### src/rtl/coeff_quantizer.sv
// rtl/coeff_quantizer.sv - 3-stage reciprocal quantizer for 8x8 coefficient blocks
module coeff_quantizer #(
  parameter int W_IN = 12,
  parameter int W_R  = 17,
  parameter int FRAC = 16
) (
  input  logic            clk,
  input  logic            rst,
  input  logic            ena_in,
  input  logic [W_IN-1:0] S_in,
  input  logic            qt_we,
  input  logic [5:0]      qt_addr,
  input  logic [W_R-1:0]  qt_data,
  output logic [W_IN-1:0] Q_out,
  output logic            valid_out,
  output logic [5:0]      pos_out,
  output logic            blk_start_out
);
  localparam int W_P = W_IN + W_R;
  localparam int W_Q = W_P - FRAC + 1;
  localparam logic [W_P:0]   HALF    = (W_P+1)'(1) << (FRAC - 1);
  localparam logic [W_Q-1:0] LIM_POS = W_Q'((1 << (W_IN - 1)) - 1);
  localparam logic [W_Q-1:0] LIM_NEG = W_Q'(1 << (W_IN - 1));

  logic [W_R-1:0]  mem [64];
  logic [5:0]      pos;

  logic            s1_v, s1_sign;
  logic [W_IN-1:0] s1_mag;
  logic [5:0]      s1_pos;
  logic [W_R-1:0]  s1_r;

  logic            s2_v, s2_sign;
  logic [W_P-1:0]  s2_prod;
  logic [5:0]      s2_pos;

  logic [W_P:0]    rnd;
  logic [W_Q-1:0]  qfull, qlim;
  logic [W_IN-1:0] qmag, qsigned;

  // Table is deliberately outside reset; the read register sees the pre-write value.
  always_ff @(posedge clk) begin
    if (qt_we) mem[qt_addr] <= qt_data;
    s1_r <= mem[pos];
  end

  always_ff @(posedge clk) begin
    if (rst) begin
      pos  <= '0;
      s1_v <= 1'b0;
      s2_v <= 1'b0;
    end else begin
      s1_v <= ena_in;
      s2_v <= s1_v;
      if (ena_in) pos <= pos + 6'd1;
    end
    s1_sign <= S_in[W_IN-1];
    s1_mag  <= S_in[W_IN-1] ? -S_in : S_in;
    s1_pos  <= pos;
    s2_sign <= s1_sign;
    s2_pos  <= s1_pos;
    s2_prod <= W_P'(s1_mag) * W_P'(s1_r);
  end

  // Rounding in the magnitude domain gives half-away-from-zero after re-signing.
  always_comb begin
    rnd     = {1'b0, s2_prod} + HALF;
    qfull   = W_Q'(rnd >> FRAC);
    qlim    = s2_sign ? LIM_NEG : LIM_POS;
    qmag    = (qfull > qlim) ? qlim[W_IN-1:0] : qfull[W_IN-1:0];
    qsigned = s2_sign ? -qmag : qmag;
  end

  always_ff @(posedge clk) begin
    if (rst) begin
      valid_out     <= 1'b0;
      blk_start_out <= 1'b0;
      pos_out       <= '0;
      Q_out         <= '0;
    end else begin
      valid_out <= s2_v;
      if (s2_v) begin
        Q_out         <= qsigned;
        pos_out       <= s2_pos;
        blk_start_out <= (s2_pos == 6'd0);
      end else begin
        blk_start_out <= 1'b0;
      end
    end
  end
endmodule

### config.mk
export PLATFORM = sky130hd
export DESIGN_NAME = coeff_quantizer
export DESIGN_NICKNAME = d
export VERILOG_FILES = /design/src/rtl/coeff_quantizer.sv
export SDC_FILE = /design/constraint.sdc
export NUM_CORES = 2
export LEC_CHECK = 0
export ABC_AREA = 1
export BUFFER_PORTS_ARGS = -buffer_cell sky130_fd_sc_hd__buf_2
export CAP_MARGIN = 40
export CELL_PAD_IN_SITES_DETAIL_PLACEMENT = 0
export CELL_PAD_IN_SITES_GLOBAL_PLACEMENT = 1
export CORE_MARGIN = 2
export CORE_UTILIZATION = 43
export DETAILED_ROUTE_END_ITERATION = 16
export GPL_TIMING_DRIVEN = 0
export PLACE_DENSITY = 0.67
export SYNTH_ARGS = -nofsm -noshare
export SYNTH_HDL_FRONTEND = slang
export SYNTH_SLANG_ARGS = --single-unit
### constraint.sdc
create_clock -name clk -period 7.2 [get_ports clk]
set_input_delay 0.36 -clock clk [delete_from_list [all_inputs] [get_ports clk]]
set_output_delay 0.36 -clock clk [all_outputs]
set_load 0.05 [all_outputs]
Word-level counts from Yosys, hierarchy flattened. Memories as Yosys holds them, arrays and structs flattened. A register that Yosys moved wholly into a read port is not among the register bits. Cells that the tools add are included.

Register bits: 83. Memory bits (writable): 1088. Input port bits: 39. Logic and storage cells: 30. Memories: 1.

Add/sub/neg operators: 4. Multiply operators: 1. Order comparisons: 1. Multiplexer cells: 6. Bitwise operators: 1. Reductions and logical operators: 2.

Memory list: mem (depth 64, bits a word 17, rd ports 1, clocked after Yosys merged registers in 1, wr ports 1, RTL line 25) `logic [W_R-1:0] mem [64];`.

Operators with widths (number): 2-to-1 mux 12 bit (3); adder 29 x 16 -> 30 bit, second input constant (1); multiplier 12 x 17 -> 29 bit (1); negation 12 bit (2); > comparator 14 x 12 -> 1 bit (1); 2-to-1 mux 11 bit (1); adder 6 x 1 -> 6 bit, second input constant (1); zero test 6 bit (1); 2-to-1 mux 1 bit (2); OR reduction 2 bit (1); inverter 1 bit (1).

Logic depth before layout (Yosys ltp).
Depth after elaboration: 5. Gate-level depth with buffers: 29.

Worst setup path after synthesis. Ideal clock, no wire load.

Path type: register to register. Start: register s1_mag[6]. End: register s2_prod[25]. Setup time: 0.121 ns. Data arrival time: 4.855 ns. Path slack: 2.225 ns. Cell stages (with the launch flop): 23. Path through: dfxtp_1 clkbuf_1 clkbuf_1 nand2_1 fa_1 inv_1 fa_1 fa_1 fa_1 inv_1 fa_1 inv_1 ha_1 a21oi_1 o21ai_0 a21oi_1 a21boi_1 o21ai_1 nand2_1 nand2_1 nand2_1 nand2_1 xor2_1.

Longest elaborated chain between the ends: 1.

RTL lines: start: declaration (RTL line 29) `logic [W_IN-1:0] s1_mag;`; start signal: assignment (RTL line 58) `s1_mag <= S_in[W_IN-1] ? -S_in : S_in;`; multiplier 12 x 17 -> 29 bit (RTL line 62) `s2_prod <= W_P'(s1_mag) * W_P'(s1_r);`; end signal: assignment (RTL line 62); end: declaration (RTL line 34) `logic [W_P-1:0] s2_prod;`.

Every way passes these cells. A chain may end at the register's enable or synchronous reset.

Worst setup path after layout.
Start: register s1_mag[7]. End: register s2_prod[25].

Same word-level chain as after synthesis.

==> flow_summary_export.csv <==
group,metric,value,unit
job,maxCapViolations,0,
global_route,first_global_vias,35510,
timing,setup_violations,0,
critical_path,cp.arrival,6.62,ns
place,port_buffers,54,
critical_path,endpoint_kind,"flop",
synth,synth_area,52100,sq um
pwr,vdd_drop_max,0.0004107,V
critical_path,worstReg2RegStart,"s1_mag[7]",
place,hpwl,136.4,mm
global_route,grt_max_degree,46,
timing,skew,0.05084,ns
pwr,internal-power,13.77,mW
timing,fin_crit_sh,83.70,%
synth,synth-edff-count,1088,
die,die_h,352.1,um
timing,rsz0062_at_grt,"no",
pwr,power.density,343.2,nW/um^2
synth,synth-seq-cells,1173,
die,rows,127,
critical_path,reg2reg_setup_slack,1.17,ns
synth,synth_largest_area_cell,"edfxtp_1",
clocking,clk_pin_slew_worst_paths,0.06,ns
pwr,seq_power_share,36.6,%
hold_path,hold_path_end,"mem[18][3]",
clocking,clockRootBuffer,"clkbuf_16",
die,dieArea,124000,sq um
critical_path,cp_max_fo,10,
route,routed_wl,190.0,mm
clocking,htree_num_levels,3,
pwr,power.switching,7.262,mW
timing,slew_headroom,34.85,%
route,vias_per_cell,5.937,
timing,fmax,165.9,MHz
route,drt_iter0_markers,5353,
synth,synthArstFlopShare,0,%
timing,final.setup.tns,0,ns
global_route,grt_pass1_wl,264.4,mm
critical_path,ff2ff_path_depth,22,
die,start_util,43.37,%
global_route,track_usage,30.01,%
timing,layout_min_cycle_time,6.026,ns
layout,layout.cells.non_filler,6370,
synth,yosysSeqAreaShare,65.97,%
layout,final_util,51.01,%
route,wl_per_cell,29.82,um
layout,area_delta_synth_final,17.60,%
clocking,clock_sinks,1173,
global_route,antenna_found_initial,5,
global_route,gr-total-overflow,0,
synth,syn-instance-count,4329,
synth,syn_avg_cell_area,12.04,sq um
place,gp_congestion,0.9626,
critical_path,r2r-end,"s2_prod[25]",
hold_path,min_path_cells,1,
critical_path,required,7.79,ns
clocking,cts_resized,0,
clocking,cts_buffer_depth,3,
hold_path,hold_class,"input port to flop",
synth,yosys.area.top_type_share,62.71,%
die,coreArea,120100,sq um
route,drc,0,
pwr,finalPower,21.03,mW
pwr,p_sw_share,34.53,%
critical_path,crit_path_start_kind,"flop",
timing,tightest_slew,0.9749,ns
clocking,cts_buffers,120,
timing,final_hold_viol_count,0,
synth,synth.net_count,4596,
die,die_x,352.1,um
route,vias,37820,
hold_path,min-delay-start,"qt_data[3]",
place,placed_cells,6118,
pwr,p_clk_share,30.4,%
synth,ys_top_cells_by_area,"edfxtp_1 63%, fa_1 5.7%, o21ai_0 5.4%",
clocking,clk_latency,0.75,ns
synth,yosysWarnings,0,
layout,nets,4918,
critical_path,path_class,"flop to flop",
timing,report.final.slew_viol_count,0,
run_status,status,"complete, no violations",
synth,ys_types,49,
synth,yosysMostFrequentCell,"edfxtp_1",
route,first_pass_iters,6,
layout,drive_gt1_share,10.66,%
pwr,leakagePower,21.84,nW
synth,synthFlopType,"edfxtp_1",
clocking,cts_tree,"yes",
route,ant_nets,0,
synth,synthTopCellsByCount,"1088 x edfxtp_1, 653 x nor2_1, 564 x o21ai_0, 453 x nand2_1, 314 x inv_1",
pwr,comb_power_share,33.0,%
die,io_pins,59,
metal layers:
metal	vias up	part of all wire, %	track usage, %
met2	2256	44	45.51
met3	455	11	6.339
met5	-	0.056	0
li1	16150	-	-
met1	18960	39	41.16
met4	2	5.6	14.68
sequential cells by signal, indices dropped and copies added, names as in the netlist, 6 cells and up:
register and cells:
mem 1088, s1_r 17, s2_prod 14, Q_out 12, s1_mag 12, pos 6, pos_out 6, s1_pos 6
s2_pos 6
worst max-delay path, stage by stage (launching register included):
cell and delay (ns):
dfxtp_1 0.31, clkbuf_1 0.43, clkbuf_1 0.55, nand2_1 0.16, fa_1 0.54, inv_1 0.05
fa_1 0.58, fa_1 0.47, fa_1 0.49, inv_1 0.05, fa_1 0.47, inv_1 0.04
ha_1 0.35, a21oi_1 0.18, o21ai_0 0.10, a21oi_1 0.12, a21boi_1 0.36, o21ai_1 0.22
nand2_1 0.11, nand2_1 0.07, nand2_1 0.08, nand2_1 0.06, xor2_1 0.14
stage by stage:
stage | instance area, sq um | setup slack, ns | hold slack (ns)
5_1_grt | 61270 | 0.8507 | 0.09513
6_report | 61270 | 1.174 | 0.08611
3_3_place_gp | 54390 | 0.3316 | 0.3119
4_1_cts | 61160 | 1.137 | 0.05245
3_5_place_dp | 56980 | 1.157 | 0.3121
2_1_floorplan | 52100 | 2.225 | 0.3096
logic make-up (layout without fill, tap and decap cells):
| group | after synthesis | count (layout) | share of synthesized area [%] |
|---|---|---|---|
| buffers and inverters | 601 | 1029 | 4.486 |
| DFF | 1173 | 1173 | 65.97 |
| other | 0 | 1 | 0 |
| AOI/OAI and AO/OA | 983 | 983 | 11.05 |
| adders and majority gates | 228 | 228 | 7.622 |
| and+or+nand+nor | 1312 | 1312 | 10.33 |
| xor gates and xnor gates | 32 | 32 | 0.5379 |
worst max-delay path by stage:
stage | slack [ns] | end | start
finish | 1.17 | s2_prod[25] | s1_mag[7]
global placement | 0.33 | mem[51][15] | qt_we
floorplan | 2.22 | s2_prod[25] | s1_mag[6]
detailed placement | 1.16 | s2_prod[25] | s1_mag[6]
CTS | 1.14 | s2_prod[25] | s1_mag[6]
global route | 0.85 | s2_prod[25] | s1_mag[6]
area by class of cell:
type / instances / area (sq um)
antenna: 1 / 2.502
buffer: 278 / 1125
clock buffer: 152 / 3262
clock inverter: 76 / 769.5
fill: 10580 / 58860
inverter: 323 / 1212
multi-input combinational: 2555 / 15850
sequential: 1173 / 34370
tap: 1612 / 2017
timing repair buffer: 200 / 2664
power by group through the flow:
stage                     combinational (mW)  sequential, mW  clock, mW
final                                   6.94            7.69       6.40
after CTS                               6.99            7.69       6.42
after detailed placement                6.94            7.84          0
after global routing                    7.93            7.70       6.69
after global placement                  6.84            7.84          0
after floorplan                         4.94            7.85          0
layout by cell type (no fill, tap or decap), types with 85 or more instances in the layout:
master,count
fa_1,149
edfxtp_1,1088
clkbuf_1,241
dfxtp_1,85
clkbuf_16,124
nand2_1,453
buf_2,100
o22ai_1,164
nand3_1,87
inv_1,314
o21ai_0,564
nor2_1,597
o221ai_1,110
what timing repair did:
item | CTS | global route
hold buffers | 15 | 0
setup endpoints to repair | 0 | 0
hold endpoints to repair | 20 | 0
buffers inserted | 0 | 0
Note: power is estimated with default switching activity, not from simulation.
